===== config.mk =====
export PLATFORM = sky130hd
export DESIGN_NAME = alu_share_arbiter
export DESIGN_NICKNAME = d
export VERILOG_FILES = /design/src/rtl/alu_share_arbiter.sv
export SDC_FILE = /design/constraint.sdc
export NUM_CORES = 1
export LEC_CHECK = 0
export ABC_AREA = 1
export CORE_ASPECT_RATIO = 1.5
export CORE_UTILIZATION = 38
export CTS_CLUSTER_DIAMETER = 80
export DETAILED_ROUTE_END_ITERATION = 7
export PLACE_DENSITY = 0.88
export SLEW_MARGIN = 20
export SYNTH_ARGS = -nofsm -noshare
export SYNTH_HDL_FRONTEND = slang
export SYNTH_SLANG_ARGS = --single-unit

===== constraint.sdc =====
create_clock -name clk_i -period 1.9 [get_ports clk_i]
set_clock_uncertainty 0.2 [all_clocks]
set_input_delay 0.285 -clock clk_i [delete_from_list [all_inputs] [get_ports clk_i]]
set_output_delay 0.285 -clock clk_i [all_outputs]
set_load 0.005 [all_outputs]

===== src/rtl/alu_share_arbiter.sv =====
// Round-robin sharing of one ALU (operands plus funct3/funct7[5]/ALUOp decode) between two
// requesters. An accepted op is registered, executed for one cycle, and its result is held until the owner takes it.
module alu_share_arbiter #(
  parameter int XLEN = 32
) (
  input  logic              clk_i,
  input  logic              rst_i,
  input  logic              flush_i,
  input  logic [1:0]        req_valid_i,
  output logic [1:0]        req_ready_o,
  input  logic [5:0]        req_funct3_i,
  input  logic [1:0]        req_funct7_bit5_i,
  input  logic [3:0]        req_aluop_i,
  input  logic [2*XLEN-1:0] req_a_i,
  input  logic [2*XLEN-1:0] req_b_i,
  output logic [2:0]        alu_funct3_o,
  output logic              alu_funct7_bit5_o,
  output logic [1:0]        alu_aluop_o,
  output logic [XLEN-1:0]   alu_a_o,
  output logic [XLEN-1:0]   alu_b_o,
  input  logic [XLEN-1:0]   alu_result_i,
  input  logic              alu_zero_i,
  output logic [1:0]        rsp_valid_o,
  input  logic [1:0]        rsp_ready_i,
  output logic [XLEN-1:0]   rsp_data_o,
  output logic              rsp_zero_o,
  output logic              busy_o
);

  localparam logic [1:0] S_IDLE = 2'd0;
  localparam logic [1:0] S_EXEC = 2'd1;
  localparam logic [1:0] S_RESP = 2'd2;

  logic [1:0]      r_state;
  logic            r_grant;
  logic            r_last_grant;
  logic [2:0]      r_funct3;
  logic            r_funct7_bit5;
  logic [1:0]      r_aluop;
  logic [XLEN-1:0] r_a;
  logic [XLEN-1:0] r_b;
  logic [XLEN-1:0] r_rsp_data;
  logic            r_rsp_zero;

  logic            w_rsp_hs;
  logic            w_gnt;
  logic            w_grant_en;

  // Arbitration: on a tie the requester that did not win last time goes next.
  always_comb begin
    w_rsp_hs   = (r_state == S_RESP) && rsp_ready_i[r_grant];
    w_gnt      = (req_valid_i == 2'b11) ? ~r_last_grant : req_valid_i[1];
    w_grant_en = !rst_i && !flush_i && (req_valid_i != 2'b00) &&
                 ((r_state == S_IDLE) || w_rsp_hs);
    if (w_grant_en) begin
      req_ready_o = w_gnt ? 2'b10 : 2'b01;
    end else begin
      req_ready_o = 2'b00;
    end
    if (r_state == S_RESP) begin
      rsp_valid_o = r_grant ? 2'b10 : 2'b01;
    end else begin
      rsp_valid_o = 2'b00;
    end
    busy_o = (r_state != S_IDLE);
  end

  assign alu_funct3_o      = r_funct3;
  assign alu_funct7_bit5_o = r_funct7_bit5;
  assign alu_aluop_o       = r_aluop;
  assign alu_a_o           = r_a;
  assign alu_b_o           = r_b;
  assign rsp_data_o        = r_rsp_data;
  assign rsp_zero_o        = r_rsp_zero;

  always_ff @(posedge clk_i) begin
    if (rst_i) begin
      r_state       <= S_IDLE;
      r_grant       <= 1'b0;
      r_last_grant  <= 1'b1;
      r_funct3      <= 3'd0;
      r_funct7_bit5 <= 1'b0;
      r_aluop       <= 2'd0;
      r_a           <= '0;
      r_b           <= '0;
      r_rsp_data    <= '0;
      r_rsp_zero    <= 1'b0;
    end else if (flush_i) begin
      // Drop the in-flight op; the last captured result stays readable.
      r_state <= S_IDLE;
    end else begin
      if (w_grant_en) begin
        r_grant       <= w_gnt;
        r_last_grant  <= w_gnt;
        r_funct3      <= w_gnt ? req_funct3_i[5:3] : req_funct3_i[2:0];
        r_funct7_bit5 <= w_gnt ? req_funct7_bit5_i[1] : req_funct7_bit5_i[0];
        r_aluop       <= w_gnt ? req_aluop_i[3:2] : req_aluop_i[1:0];
        r_a           <= w_gnt ? req_a_i[2*XLEN-1:XLEN] : req_a_i[XLEN-1:0];
        r_b           <= w_gnt ? req_b_i[2*XLEN-1:XLEN] : req_b_i[XLEN-1:0];
      end
      case (r_state)
        S_IDLE: begin
          r_state <= w_grant_en ? S_EXEC : S_IDLE;
        end
        S_EXEC: begin
          r_rsp_data <= alu_result_i;
          r_rsp_zero <= alu_zero_i;
          r_state    <= S_RESP;
        end
        S_RESP: begin
          if (w_grant_en) begin
            r_state <= S_EXEC;
          end else if (w_rsp_hs) begin
            r_state <= S_IDLE;
          end else begin
            r_state <= S_RESP;
          end
        end
        default: begin
          r_state <= S_IDLE;
        end
      endcase
    end
  end

endmodule


==> impl_metrics.json <==
{
  "outcome": "completed",
  "hold_viol": 0,
  "cts.root.buffer_cell": "sky130_fd_sc_hd__clkbuf_16",
  "latest_clock_arrival_within_the_worst_skew_pair_ns": 0.33,
  "r2r_end": "alu_a_o[18]$_SDFFE_PP0P_",
  "tritoncts": "built",
  "vdd.ir_drop.worst_v": 0.000410,
  "fillers": 1037,
  "critical-path-slowest-cell": "sky130_fd_sc_hd__clkdlybuf4s50_1",
  "cts_made_buffers": 9,
  "synthesis.nets": 898,
  "initial_cell_density_of_the_core_pct": 38.9,
  "critical_path.endpoint_type": "output pin",
  "timing.max_slew.rel_slack_pct": 48.8,
  "grt_util_met2_pct": 43.9,
  "postRouteWirelength_um": 16500,
  "layout.nets": 1167,
  "dieHeight_um": 140,
  "avgViaCountPerCell": 4.90,
  "routabilityCongestion": 0.838,
  "groute.usage.overall_pct": 24.5,
  "worstPathRequired_ns": 1.41,
  "fmax_mhz": 539,
  "cts_hold_buffers": 0,
  "antenna_found_initial": 0,
  "finalMaxSlewViolations": 0,
  "antenna-diode-count": 0,
  "cts.path.max_buffers": 2,
  "r2r_slack_ns": 0.19,
  "die_w_um": 93.9,
  "worst_hold_slack_ns": 0.0909,
  "ys_types": 17,
  "yosys_warnings": 0,
  "first_iter_violations": 233,
  "mostFrequentLayoutCell": "sky130_fd_sc_hd__nand2_1",
  "worst_r2r_path_depth": 8,
  "first_pass_grt_wire_length_um": 25200,
  "final_cell_mix": "sky130_fd_sc_hd__nand2_1 (289), sky130_fd_sc_hd__clkdlybuf4s50_1 (278), sky130_fd_sc_hd__a21oi_1 (104), sky130_fd_sc_hd__dfxtp_1 (104), sky130_fd_sc_hd__nand3_1 (71)",
  "floorplan_core_area_sq_um": 12400,
  "synth.yosys.seq_area_share_pct": 44.5,
  "globalRouteOverflowTotal": 0,
  "timing.hold.worst_endpoint": "r_state[1]$_SDFF_PP0_",
  "top_level_ports": 288,
  "total_power_per_unit_cell_area_nw_per_um2": 661,
  "power.leakage_nw": 3.25,
  "yosysTopAreaCell": "sky130_fd_sc_hd__dfxtp_1",
  "critical_hold_path_startpoint": "rst_i",
  "grt_util_met3_pct": 6.17,
  "most_used_routing_layer": "met2",
  "hold-path-cell-count": 3,
  "arrival_time_at_the_worst_endpoint_ns": 1.37,
  "setup_viol": 0,
  "post-route-period-util_pct": 97.7,
  "syn_area_per_cell_sq_um": 6.70,
  "timing.critical_path.from_type": "input pin",
  "synthTopCellsByArea": "sky130_fd_sc_hd__dfxtp_1 (45%), sky130_fd_sc_hd__nand2_1 (23%), sky130_fd_sc_hd__a21oi_1 (11%)",
  "ant_nets": 0,
  "synth_top_area_share_pct": 44.5,
  "postSynthCellCount": 718,
  "ctsHtreeMaxLevel": 3,
  "drc": 0,
  "timing.rr.start": "r_grant$_SDFFE_PP0P_",
  "place_hpwl_um": 12000,
  "post-route-min-period_ns": 1.86,
  "mappedNetlistArea_sq_um": 4810,
  "vias": 5625,
  "worst_hold_path_type": "in2reg",
  "most_frequent_cell_on_critical_path": "sky130_fd_sc_hd__nand2_1",
  "placement_rows": 50,
  "first_pass_iters": 4,
  "grt_max_degree": 72,
  "io_buffer_count": 287,
  "synth_seq_cells": 107,
  "timing.critical_path.buf_inv": 3,
  "grt_pass1_vias": 5119,
  "grt_setup_unrepaired": "false",
  "cts_setup_buffers": 0,
  "numClockSinks": 107,
  "drive_gt1_share_pct": 6.25,
  "wire_per_inst_um": 14.3,
  "cpLargestDelayFamily": "buffers and inverters",
  "cp_cell_sequence": "clkdlybuf4s50_1 > nand2_1 > nand2_1 > nor2_4 > nor2_4 > nand2_1 > inv_1 > clkbuf_2",
  "wp_depth": 8,
  "area_growth_from_synthesis_to_final_layout_pct": 68.9,
  "clk_pin_slew_ns": 0.07,
  "max_slew.worst_pin.slew_ns": 0.769,
  "critical_path.max_fanout": 2,
  "die_area_sq_um": 13100,
  "critPathMaxStageDelay_ns": 0.45,
  "max_capacitance_violation_count": 0,
  "gr-usage-met1_pct": 27.1,
  "finalPower_w": 0.00537,
  "crit_type": "in2out"
}
## cell type report
type | count | area, sq um | area share [%]
Timing Repair Buffer | 312 | 3080 | 37.9
Clock buffer | 10 | 239 | 2.94
Sequential cell | 107 | 2150 | 26.5
Tap cell | 156 | 195 | 2.40
Inverter | 42 | 158 | 1.94
Clock inverter | 6 | 56.3 | 0.693
Multi-Input combinational cell | 515 | 2250 | 27.7
## per-stage QoR
stage / instances / TNS (ns) / instance area (sq um) / util [%] / setup slack, ns
4_1_cts: 1148 / -0.0345 / 8120 / 65.6 / -0.0345
3_3_place_gp: 1132 / -6.03 / 7820 / 63.1 / -0.278
2_1_floorplan: 718 / 0 / 4810 / - / 0.419
3_5_place_dp: 1132 / -10.35 / 7820 / 63.1 / -0.339
6_report: 1148 / 0 / 8130 / 65.6 / 0.0438
5_1_grt: 1148 / 0 / 8130 / 65.6 / 0.00716
## worst max-delay path by stage
stage | startpoint | endpoint
after floorplan | rst_i | req_ready_o[0]
after global placement | rsp_ready_i[0] | req_ready_o[0]
after detailed placement | req_valid_i[0] | req_ready_o[1]
after CTS | r_grant$_SDFFE_PP0P_ | req_ready_o[0]
after global routing | r_grant$_SDFFE_PP0P_ | req_ready_o[0]
final | rsp_ready_i[1] | req_ready_o[0]
## metal layers
metal	part of all wire, %	routed length (um)
met4	2.6	433
met1	38	6260
met3	7.9	1290
met2	52	8480
met5	0	0
## worst register-to-register path: stages, from the launching register on
cell and delay (ns):
sky130_fd_sc_hd__dfxtp_4 0.39, sky130_fd_sc_hd__nand2_1 0.09, sky130_fd_sc_hd__nand2_1 0.13, sky130_fd_sc_hd__nor2_4 0.06, sky130_fd_sc_hd__nor2_4 0.11, sky130_fd_sc_hd__buf_4 0.13
sky130_fd_sc_hd__buf_4 0.27, sky130_fd_sc_hd__nand2_1 0.11, sky130_fd_sc_hd__a21oi_1 0.16
## registers in the layout (all words and copies together) (netlist names), 2 cells and up
signal / count
alu_a_o: 32
alu_aluop_o: 2
alu_b_o: 32
alu_funct3_o: 3
r_state: 2
rsp_data_o: 32
## logic make-up after synthesis
logic type,Yosys count,synth area share (%)
DFF,107,44.5
AOI/OAI and AO/OA,139,14.5
and+or+nand+nor,376,31.7
buffers and inverters,96,9.31
## cells in the mapped netlist
cell type / count
sky130_fd_sc_hd__buf_4: 1
sky130_fd_sc_hd__nand3_2: 1
sky130_fd_sc_hd__dfxtp_1: 107
sky130_fd_sc_hd__clkbuf_2: 1
sky130_fd_sc_hd__clkbuf_1: 26
sky130_fd_sc_hd__buf_2: 18
sky130_fd_sc_hd__or2_1: 1
sky130_fd_sc_hd__nor2_1: 8
sky130_fd_sc_hd__nor2_4: 2
sky130_fd_sc_hd__nand2_1: 292
sky130_fd_sc_hd__nand3_1: 72
sky130_fd_sc_hd__a21oi_1: 104
sky130_fd_sc_hd__inv_2: 1
sky130_fd_sc_hd__buf_6: 8
sky130_fd_sc_hd__inv_1: 41
sky130_fd_sc_hd__a21boi_0: 1
sky130_fd_sc_hd__o21ai_0: 34
## report_power, final
group	internal (W)	switching [W]	leakage (nW)
logic	0.000660	0.000479	2.24
clock network	0.000954	0.000878	0.143
registers	0.00234	0.0000561	0.872
## what timing repair did
action / CTS / global route
hold endpoints to repair: 0 / 0
pin swaps: 3 / 2
resized for setup: 16 / 6
endpoints found under the setup margin: 5 / 3
(Power assumes the default switching activity.)
